==> src/rtl/alu_arbiter.sv <==
// rtl/alu_arbiter.sv - two-requester round-robin front end for the shared 4-bit ALU
//
// Purpose:
//   Accepts 12-bit commands from two requesters over valid/ready handshakes.
//   When both requesters are valid at once, grants alternate between them.
//   The granted command is driven on alu_in and held for SETTLE_CYCLES cycles.
//   alu_sum is then registered and returned to the requester that issued the
//   command, together with a one-cycle rspN_valid pulse.
//
// Parameters:
//   SETTLE_CYCLES  cycles alu_in is held before alu_sum is sampled (1..15)
//
// Ports:
//   clk, rst                 clock, asynchronous active-high reset
//   req0_valid/cmd/ready     requester 0 command handshake (ready is combinational)
//   req1_valid/cmd/ready     requester 1 command handshake
//   rsp0_valid/data          requester 0 result (pulse / held data)
//   rsp1_valid/data          requester 1 result
//   alu_in                   registered ALU command drive
//   alu_sum                  ALU result input
//   busy                     high while an operation is settling
//   op_count0/1              completed-operation counters, 8-bit wrapping
//                            (present only when ALU_ARBITER_STATS_EN is defined)
//
// Optional feature macro: ALU_ARBITER_STATS_EN

module alu_arbiter #(
    parameter int SETTLE_CYCLES = 1
) (
    input  logic        clk,
    input  logic        rst,
    input  logic        req0_valid,
    input  logic [11:0] req0_cmd,
    output logic        req0_ready,
    input  logic        req1_valid,
    input  logic [11:0] req1_cmd,
    output logic        req1_ready,
    output logic        rsp0_valid,
    output logic [3:0]  rsp0_data,
    output logic        rsp1_valid,
    output logic [3:0]  rsp1_data,
    output logic [11:0] alu_in,
    input  logic [3:0]  alu_sum,
`ifdef ALU_ARBITER_STATS_EN
    output logic [7:0]  op_count0,
    output logic [7:0]  op_count1,
`endif
    output logic        busy
);

    typedef enum logic {
        IDLE   = 1'b0,
        SETTLE = 1'b1
    } state_t;

    localparam logic [3:0] CNT_INIT = 4'(SETTLE_CYCLES - 1);

    state_t      state_q, state_d;
    logic [3:0]  cnt_q, cnt_d;
    logic        owner_q, owner_d;
    logic        last_grant_q, last_grant_d;
    logic [11:0] alu_in_q, alu_in_d;
    logic        rsp0_valid_q, rsp0_valid_d;
    logic        rsp1_valid_q, rsp1_valid_d;
    logic [3:0]  rsp0_data_q, rsp0_data_d;
    logic [3:0]  rsp1_data_q, rsp1_data_d;
`ifdef ALU_ARBITER_STATS_EN
    logic [7:0]  op_count0_q, op_count0_d;
    logic [7:0]  op_count1_q, op_count1_d;
`endif

    logic grant;
    logic idle;

    // On a tie the requester that did not win last time goes next; otherwise
    // the single valid requester wins (grant = req1_valid covers both cases).
    assign grant = (req0_valid && req1_valid) ? ~last_grant_q : req1_valid;
    assign idle  = (state_q == IDLE);

    assign req0_ready = idle && req0_valid && !grant;
    assign req1_ready = idle && req1_valid && grant;

    always_comb begin
        state_d      = state_q;
        cnt_d        = cnt_q;
        owner_d      = owner_q;
        last_grant_d = last_grant_q;
        alu_in_d     = alu_in_q;
        rsp0_valid_d = 1'b0;
        rsp1_valid_d = 1'b0;
        rsp0_data_d  = rsp0_data_q;
        rsp1_data_d  = rsp1_data_q;
`ifdef ALU_ARBITER_STATS_EN
        op_count0_d  = op_count0_q;
        op_count1_d  = op_count1_q;
`endif
        case (state_q)
            IDLE: begin
                if (req0_ready || req1_ready) begin
                    alu_in_d     = req1_ready ? req1_cmd : req0_cmd;
                    owner_d      = req1_ready;
                    last_grant_d = req1_ready;
                    cnt_d        = CNT_INIT;
                    state_d      = SETTLE;
                end
            end
            SETTLE: begin
                if (cnt_q == 4'd0) begin
                    state_d = IDLE;
                    if (owner_q) begin
                        rsp1_data_d  = alu_sum;
                        rsp1_valid_d = 1'b1;
`ifdef ALU_ARBITER_STATS_EN
                        op_count1_d  = op_count1_q + 8'd1;
`endif
                    end else begin
                        rsp0_data_d  = alu_sum;
                        rsp0_valid_d = 1'b1;
`ifdef ALU_ARBITER_STATS_EN
                        op_count0_d  = op_count0_q + 8'd1;
`endif
                    end
                end else begin
                    cnt_d = cnt_q - 4'd1;
                end
            end
            default: state_d = IDLE;
        endcase
    end

    always_ff @(posedge clk or posedge rst) begin
        if (rst) begin
            state_q      <= IDLE;
            cnt_q        <= 4'd0;
            owner_q      <= 1'b0;
            last_grant_q <= 1'b1;
            alu_in_q     <= 12'h000;
            rsp0_valid_q <= 1'b0;
            rsp1_valid_q <= 1'b0;
            rsp0_data_q  <= 4'h0;
            rsp1_data_q  <= 4'h0;
`ifdef ALU_ARBITER_STATS_EN
            op_count0_q  <= 8'h00;
            op_count1_q  <= 8'h00;
`endif
        end else begin
            state_q      <= state_d;
            cnt_q        <= cnt_d;
            owner_q      <= owner_d;
            last_grant_q <= last_grant_d;
            alu_in_q     <= alu_in_d;
            rsp0_valid_q <= rsp0_valid_d;
            rsp1_valid_q <= rsp1_valid_d;
            rsp0_data_q  <= rsp0_data_d;
            rsp1_data_q  <= rsp1_data_d;
`ifdef ALU_ARBITER_STATS_EN
            op_count0_q  <= op_count0_d;
            op_count1_q  <= op_count1_d;
`endif
        end
    end

    assign alu_in     = alu_in_q;
    assign rsp0_valid = rsp0_valid_q;
    assign rsp1_valid = rsp1_valid_q;
    assign rsp0_data  = rsp0_data_q;
    assign rsp1_data  = rsp1_data_q;
    assign busy       = (state_q == SETTLE);
`ifdef ALU_ARBITER_STATS_EN
    assign op_count0  = op_count0_q;
    assign op_count1  = op_count1_q;
`endif

endmodule
==> config.mk <==
export PLATFORM = sky130hd
export DESIGN_NAME = alu_arbiter
export DESIGN_NICKNAME = d
export VERILOG_FILES = /design/src/rtl/alu_arbiter.sv
export SDC_FILE = /design/constraint.sdc
export NUM_CORES = 1
export LEC_CHECK = 0
export ABC_AREA = 1
export CAP_MARGIN = 20
export CORE_MARGIN = 4
export CORE_UTILIZATION = 38
export CTS_CLUSTER_SIZE = 14
export DETAILED_ROUTE_END_ITERATION = 16
export GPL_TIMING_DRIVEN = 0
export PLACE_DENSITY = 0.84
export SYNTH_ARGS = -nofsm -noshare
export SYNTH_HDL_FRONTEND = slang
export SYNTH_SLANG_ARGS = --single-unit
==> constraint.sdc <==
create_clock -name clk -period 1.26 [get_ports clk]
set_input_delay 0.189 -clock clk [delete_from_list [all_inputs] [get_ports clk]]
set_output_delay 0.189 -clock clk [all_outputs]
set_load 0.02 [all_outputs]
# Word level (Yosys, flattened, before mapping)
# Index checks and enable logic that the tools add are counted.
# word_totals
register_bits	29
inputBits	32
output_inout_bits	25
wordCells	41
# op_classes
add_sub_neg	1
n_eq_ne	2
mux	14
bitwise_logic	3
reduce_logical	12
# op_table
operator	n
12-bit 2-to-1 mux	1
1-bit 2-to-1 mux	9
4-bit 2-to-1 mux	2
4-bit case mux with 2 select lines	1
3-bit AND reduction	2
1-bit logical AND	5
4-bit zero test	1
2-bit AND reduction	2
4-bit by 1-bit subtractor with 4-bit output, second input constant	1
1-bit inverter	3
2-bit by 1-bit != test with 1-bit output, second input constant	1
2-bit != test, second input constant	1
1-bit case mux with 2 select lines	1
1-bit zero test	1
1-bit logical OR	1

# Longest topological paths before layout
# depth
depth_word	7
ltp_mapped	8
ltp_nobuf	7

# Worst setup path before layout
# OpenSTA, ideal clock, no wires.
# synth_path
path_kind	register to register
startpoint	reg state_q (netlist: busy)
endpoint	reg owner_q
setup_ns	0.127
arrival_ns	1.111
required_ns	1.133
slack_ns	0.021
path_stages_with_launch	7
path_buffers	2
period_less_slack_ns	1.239
cell_sequence	dfrtp_1 -> buf_6 -> inv_8 -> nand2_4 -> a21oi_4 -> buf_6 -> o21ai_0
# synth_between
elab_chain_cells	5
word_cells_on_any_way	7
cone_classes	1 x bitwise; 6 x reduce/logical
# synth_rtl
item	line	text
start, declared	58	state_t state_q, state_d;
start signal, assigned	147	state_q <= state_d;
1-bit inverter (no line)	n/a	
1-bit logical AND (2 in a row)	80	assign req0_ready = idle && req0_valid && !grant;
net req0_ready	34	output logic req0_ready,
1-bit logical OR	99	if (req0_ready || req1_ready) begin
2-bit AND reduction (no line)	n/a	
end signal, assigned	149	owner_q <= owner_d;
end, declared	60	logic owner_q, owner_d;
# The timed path passes the listed nets, and every way through them passes these cells.
# A chain may end at the register's enable or synchronous reset.

# Worst setup path after layout
# layout_path
startpoint	reg state_q (netlist: busy)
endpoint	out req0_ready
# layout_between
elab_chain_cells	3
# layout_rtl
item	line
1-bit inverter (no line)	n/a
1-bit logical AND (2 in a row)	80
end, declared	34
# No other way between the ends.

==> results <==
-- placed cells by master (no fill, tap or decap), types with 2 or more instances in the layout --
master / count
buf_4: 14
buf_6: 7
clkbuf_1: 3
clkbuf_2: 11
clkbuf_4: 5
clkdlybuf4s15_1: 6
clkdlybuf4s50_1: 31
dfrtp_1: 28
dlygate4sd2_1: 6
inv_1: 11
inv_2: 2
inv_8: 2
nand2_1: 32
nand2_2: 12
nand2_4: 16
nand3_1: 2
nand3_2: 13
nand3_4: 5
nand4_1: 3
nor2_1: 4
nor2_2: 2
o21ai_1: 6
o21ai_2: 2
-- cell families (layout without fill, tap and decap cells) --
family                   after synthesis  after routing  synth area share [%]
AND/OR/NAND/NOR                       87             89                 31.84
AO/OA/AOI/OAI                         11             11                 4.927
flip-flops                            29             29                 53.01
buffers and inverters                 21            104                 8.394
adder cells (fa/ha/maj)                2              2                 1.825
-- report_power, final --
group          internal, W  switching, W  total (W)  leakage [nW]
combinational      0.00156       0.00199    0.00355         0.854
sequential         0.00138      0.000354    0.00173         0.359
clock             0.000222      0.000308   0.000530        0.0265
total              0.00316       0.00266    0.00582          1.24
-- area by class of cell --
| type | instances | share of cell area [%] |
|---|---|---|
| clock buffer | 8 | 1.999 |
| buffer | 3 | 1.743 |
| multi-input combinational | 102 | 31.21 |
| timing repair buffer | 76 | 28.96 |
| tap | 46 | 2.358 |
| sequential | 29 | 29.78 |
| inverter | 17 | 3.947 |
-- final timing paths --
path | startpoint | end | slack (ps) | cells after the start
max in group asynchronous | rst | last_grant_q | 720 | 3
min in group clk | req0_cmd[6] | alu_in[6] | 430 | 3
max | busy | req0_ready | -250 | 6
min | rst | rsp0_data[3] | 80 | 2
max reg2reg | busy | alu_in[5] | -140 | 9
min reg2reg | rsp1_data[2] | rsp1_data[2] | 480 | 2
-- timing repair --
action | CTS | global route
gates cloned | 1 | 2
pin swaps | 2 | 10
endpoints found under the setup margin | 37 | 40
gates resized for setup | 58 | 85
hold buffers | 0 | 0
setup buffers | 13 | 5
-- layer usage --
metal	GRT usage, %	share of wire [%]
met1	17.43	38
met2	29.36	55
met3	6.240	5.8
met4	8.189	1.5
met5	0	0
-- flip-flops by register name, indices dropped and copies added (netlist names) --
register / cells
alu_in: 12
cnt_q: 4
rsp0_data: 4
rsp1_data: 4
busy: 1
last_grant_q: 1
owner_q: 1
rsp0_valid: 1
rsp1_valid: 1
-- metrics by stage --
| step | total power [W] | hold WS, ps |
|---|---|---|
| 6_report | 0.005816 | 80.17 |
| 2_1_floorplan | 0.003193 | 266.4 |
| 4_1_cts | 0.005071 | 419.1 |
| 3_3_place_gp | 0.004203 | 464.2 |
| 3_5_place_dp | 0.004299 | 468.3 |
| 5_1_grt | 0.006221 | 77.03 |
==> impl_metrics.json <==
{
  "path_buf_inv": 4,
  "route.vias.total": 1323,
  "dp_hpwl_um": 2351,
  "antenna_found_initial": 0,
  "worstSetupStartpointType": "flip-flop",
  "grt_max_degree": 30,
  "setup-tns-final_ps": -1996,
  "p_leak_nw": 1.240,
  "synth-warning-count": 0,
  "grt_pass1_vias": 1320,
  "synth_top_area_share_pct": 51.09,
  "drt-total-wl_um": 3780,
  "slew_violations": 0,
  "drtPass1Iterations": 4,
  "fmax_ghz": 0.6616,
  "ant_nets": 0,
  "hold_class": "input port to asynchronous set/reset pin",
  "cp_slowest_stage_delay_ps": 400,
  "clock_sinks": 29,
  "synth_edf_count": 0,
  "io_buffers": 56,
  "synthArstFlopShare_pct": 100.0,
  "slew_headroom_pct": 84.02,
  "yosysMostFrequentCell": "nand2_1",
  "rows": 21,
  "synth.cell_area_um2": 1371,
  "cp_slowest_cell": "dfrtp_1",
  "synth.area.top_cells": "dfrtp_1 51%, nand2_1 16%, nand3_2 8.0%, inv_1 3.8%, o21ai_0 3.3%",
  "synth_common_cells": "57 x nand2_1, 28 x dfrtp_1, 14 x inv_1, 11 x nand3_2, 9 x o21ai_0",
  "grt_usage_pct": 16.73,
  "crit_chain": "buf_6, inv_8, nand2_4, a21oi_4, buf_6, buf_6",
  "route.detailed.drc": 0,
  "die_y_um": 68.07,
  "drv_cap": 0,
  "synthToLayoutAreaGrowth_pct": 78.01,
  "core_um2": 3416,
  "num_antenna_cells": 0,
  "die_w_um": 68.07,
  "rsz0062_at_grt": "true",
  "timing.final.ws_setup_ps": -251.5,
  "io_pins": 57,
  "nFillCells": 268,
  "cts_root_buf": "clkbuf_4",
  "fin_cells": 281,
  "multiInputGateArea_um2": 762.0,
  "synth_ff_type": "dfrtp_1",
  "via_per_inst": 4.708,
  "finalClockSkew_ps": 11.03,
  "cts_buffers": 5,
  "worstPathArrival_ps": 1320,
  "htree_levels": 2,
  "ys_seq_area_share_pct": 53.01,
  "synthesis.nets": 184,
  "dpl_worst_slack_ps": -794.6,
  "tightestPinTransition_ps": 239.4,
  "fin_util_pct": 71.47,
  "start_util_pct": 40.15,
  "cts_buffer_depth": 2,
  "timing.final.crit_period_ps": 1512,
  "cp.required_ps": 1070,
  "synth.avg_cell_area_um2": 9.142,
  "place_inst": 252,
  "status": "finished, violations left",
  "grt_first_pass_wirelength_um": 5637,
  "drt_iter0_drc": 41,
  "design_area_um2": 2441,
  "setup_viol": 18,
  "power_density_nw_per_um2": 2383,
  "finalHoldViolCount": 0,
  "wl_per_cell_um": 13.45,
  "clkLatencyLatePin_ps": 320,
  "critical_path.top_delay_family": "buffers and inverters",
  "place_congestion": 0.7183,
  "violations": "setup timing",
  "place_area_um2": 1989,
  "cts.clk_slew.worst_paths_ps": 90,
  "nNetsFinal": 268,
  "dieArea_um2": 4634,
  "finalCritPeriodShare_pct": 120.0,
  "worst_setup_path_end_kind": "primary output",
  "path_max_fanout": 3,
  "syn_inst": 150,
  "cts_tree": "done",
  "seq_area_um2": 726.9,
  "ir_worst_vdd_mv": 1.119,
  "grt_overflow": 0,
  "layout-drive-gt1-share_pct": 42.55,
  "path_class": "flip-flop to primary output",
  "yosys.area.top_type": "dfrtp_1",
  "ys_ff_latch": 29,
  "timing.critical_path.mode_cell": "buf_6",
  "synth.distinct_cells": 20
}
(Power assumes the default switching activity.)
==> patch: new RTL, config.mk and constraints unchanged <==
Make the reset (`rst`) synchronous in one clocked block. Comments in the files are not updated.
--- a/src/rtl/alu_arbiter.sv
+++ b/src/rtl/alu_arbiter.sv
@@ -129,5 +129,5 @@
     end
 
-    always_ff @(posedge clk or posedge rst) begin
+    always_ff @(posedge clk) begin
         if (rst) begin
             state_q      <= IDLE;
Formal check against the unedited RTL: differs if rst is asserted again (counterexample within 4 cycles, from zero or initial values and one cycle with rst high); with rst held inactive, the same outputs for 10 cycles.
==> patch against the unedited design <==
  * The flow still finishes with violations (negative setup slack)
  * Final area shrank 14%
  * Die area shrank 8.4%
  * Synthesized area shrank 9.5%
  * Sequential cell count is the same
  * Via count grew 4.8%
  * First-iteration DRC count grew 17%
  * Routed wire length shrank 1.2%
  * Worst setup slack gained 0.20 ns
Power is not compared: it rests on default switching activity, and its combinational part moved more than twofold at a synthesized area within 25%.
==> patch: results (changes against the unedited design) <==
Placement
  • Global placement routability congestion: 0.789 (+9.9%)
  • Post-DP HPWL: 2500 um (+6.4%)

Worst setup path
  • Reg-to-reg critical path endpoint: alu_in[5]
  • Critical path's slowest cell: sky130_fd_sc_hd__dfxtp_4
  • Critical path's top delay family: flip-flops
  • Worst Reg2Reg Path Length in Cells: 6 (-3)
  • Setup slack on the worst flop-to-flop path: 0.02 ns (+0.16 ns)
  • Crit Path Max Fanout: 4 (+1)
  • Crit path to: req1_ready
  • Arrival time reported for the critical path endpoint: 1.12 ns (-0.20 ns)
  • Launching instance or port of the critical path: busy

Drt
  • Via Count: 1386 (+4.8%)
  • Starting DRC count in detailed routing: 48 (+17%)
  • DR WL met3: 175 um (-20%)
  • Final routed wire length divided by cell count: 13.1 um (-2.9%)

Final layout
  • Area used by sequential logic in the layout: 588 sq um (-19%)
  • Number of nets in the finished design: 275 (+2.6%)
  • Multi-input gate share of the layout cell area: 29.4% (-1.8 points)
  • Non-clk invs: 19 (+2)
  • Non-clock buffer count: 76 (-3.8%)

Logic synthesis
  • Synth async-reset ratio: 0% (-100 points)
  • Leading register cell type out of synthesis: sky130_fd_sc_hd__dfxtp_1
  • Net count of the mapped netlist: 198 (+7.6%)
  • Library cell with the highest instance count after synthesis: sky130_fd_sc_hd__o21ai_0

Timing
  • Number of endpoints failing setup at the final stage: 2 (-16)
  • Final critical-path setup slack: -0.0518 ns (+0.200 ns)
  • Worst slack on hold paths: 0.447 ns (+0.367 ns)

Global route
  • Global-route track usage on met2: 33.2% (+3.8 points)
  • Largest net degree at the start of global routing: 11 (-63%)
  • Overall global routing resource usage: 17.3% (+0.60 points)
  • Global routing usage on met1: 18.3% (+0.91 points)
  • Global-route wire length before repair: 5780 um (+2.6%)

Outcome
  • Status: finished, violations left
  • Violations in the final reports: negative setup slack
[patch: through the flow]
stage / total power, mW / instance area, sq um / setup TNS, ns / setup slack, ns
after floorplan: 1.49 / 1240 / 0 / 0.0219
after global placement: 1.83 / 1860 / -8.54 / -0.851
after detailed placement: 1.84 / 1860 / -9.02 / -0.864
after CTS: 2.51 / 2000 / -0.168 / -0.0992
after global routing: 2.75 / 2100 / -0.370 / -0.0859
final: 2.62 / 2100 / -0.0649 / -0.0518
[patch: what timing repair did]
action                     4_1_cts  5_1_grt
buffers inserted                 9        5
resized for setup               56       30
hold buffers                     0        0
setup endpoints to repair       43       23
pin swaps                        2        1
cloned                           0        1
[patch: cells by family (layout without fill, tap and decap cells)]
kind of cell             count (synthesis)  count (layout)  synth area share [%]
flip-flops                              29              29                  46.8
buffers and inverters                   25             103                  8.67
adder cells (fa/ha/maj)                  2               2                  2.02
AO/OA/AOI/OAI                           49              49                  19.9
AND/OR/NAND/NOR                         59              59                  22.7
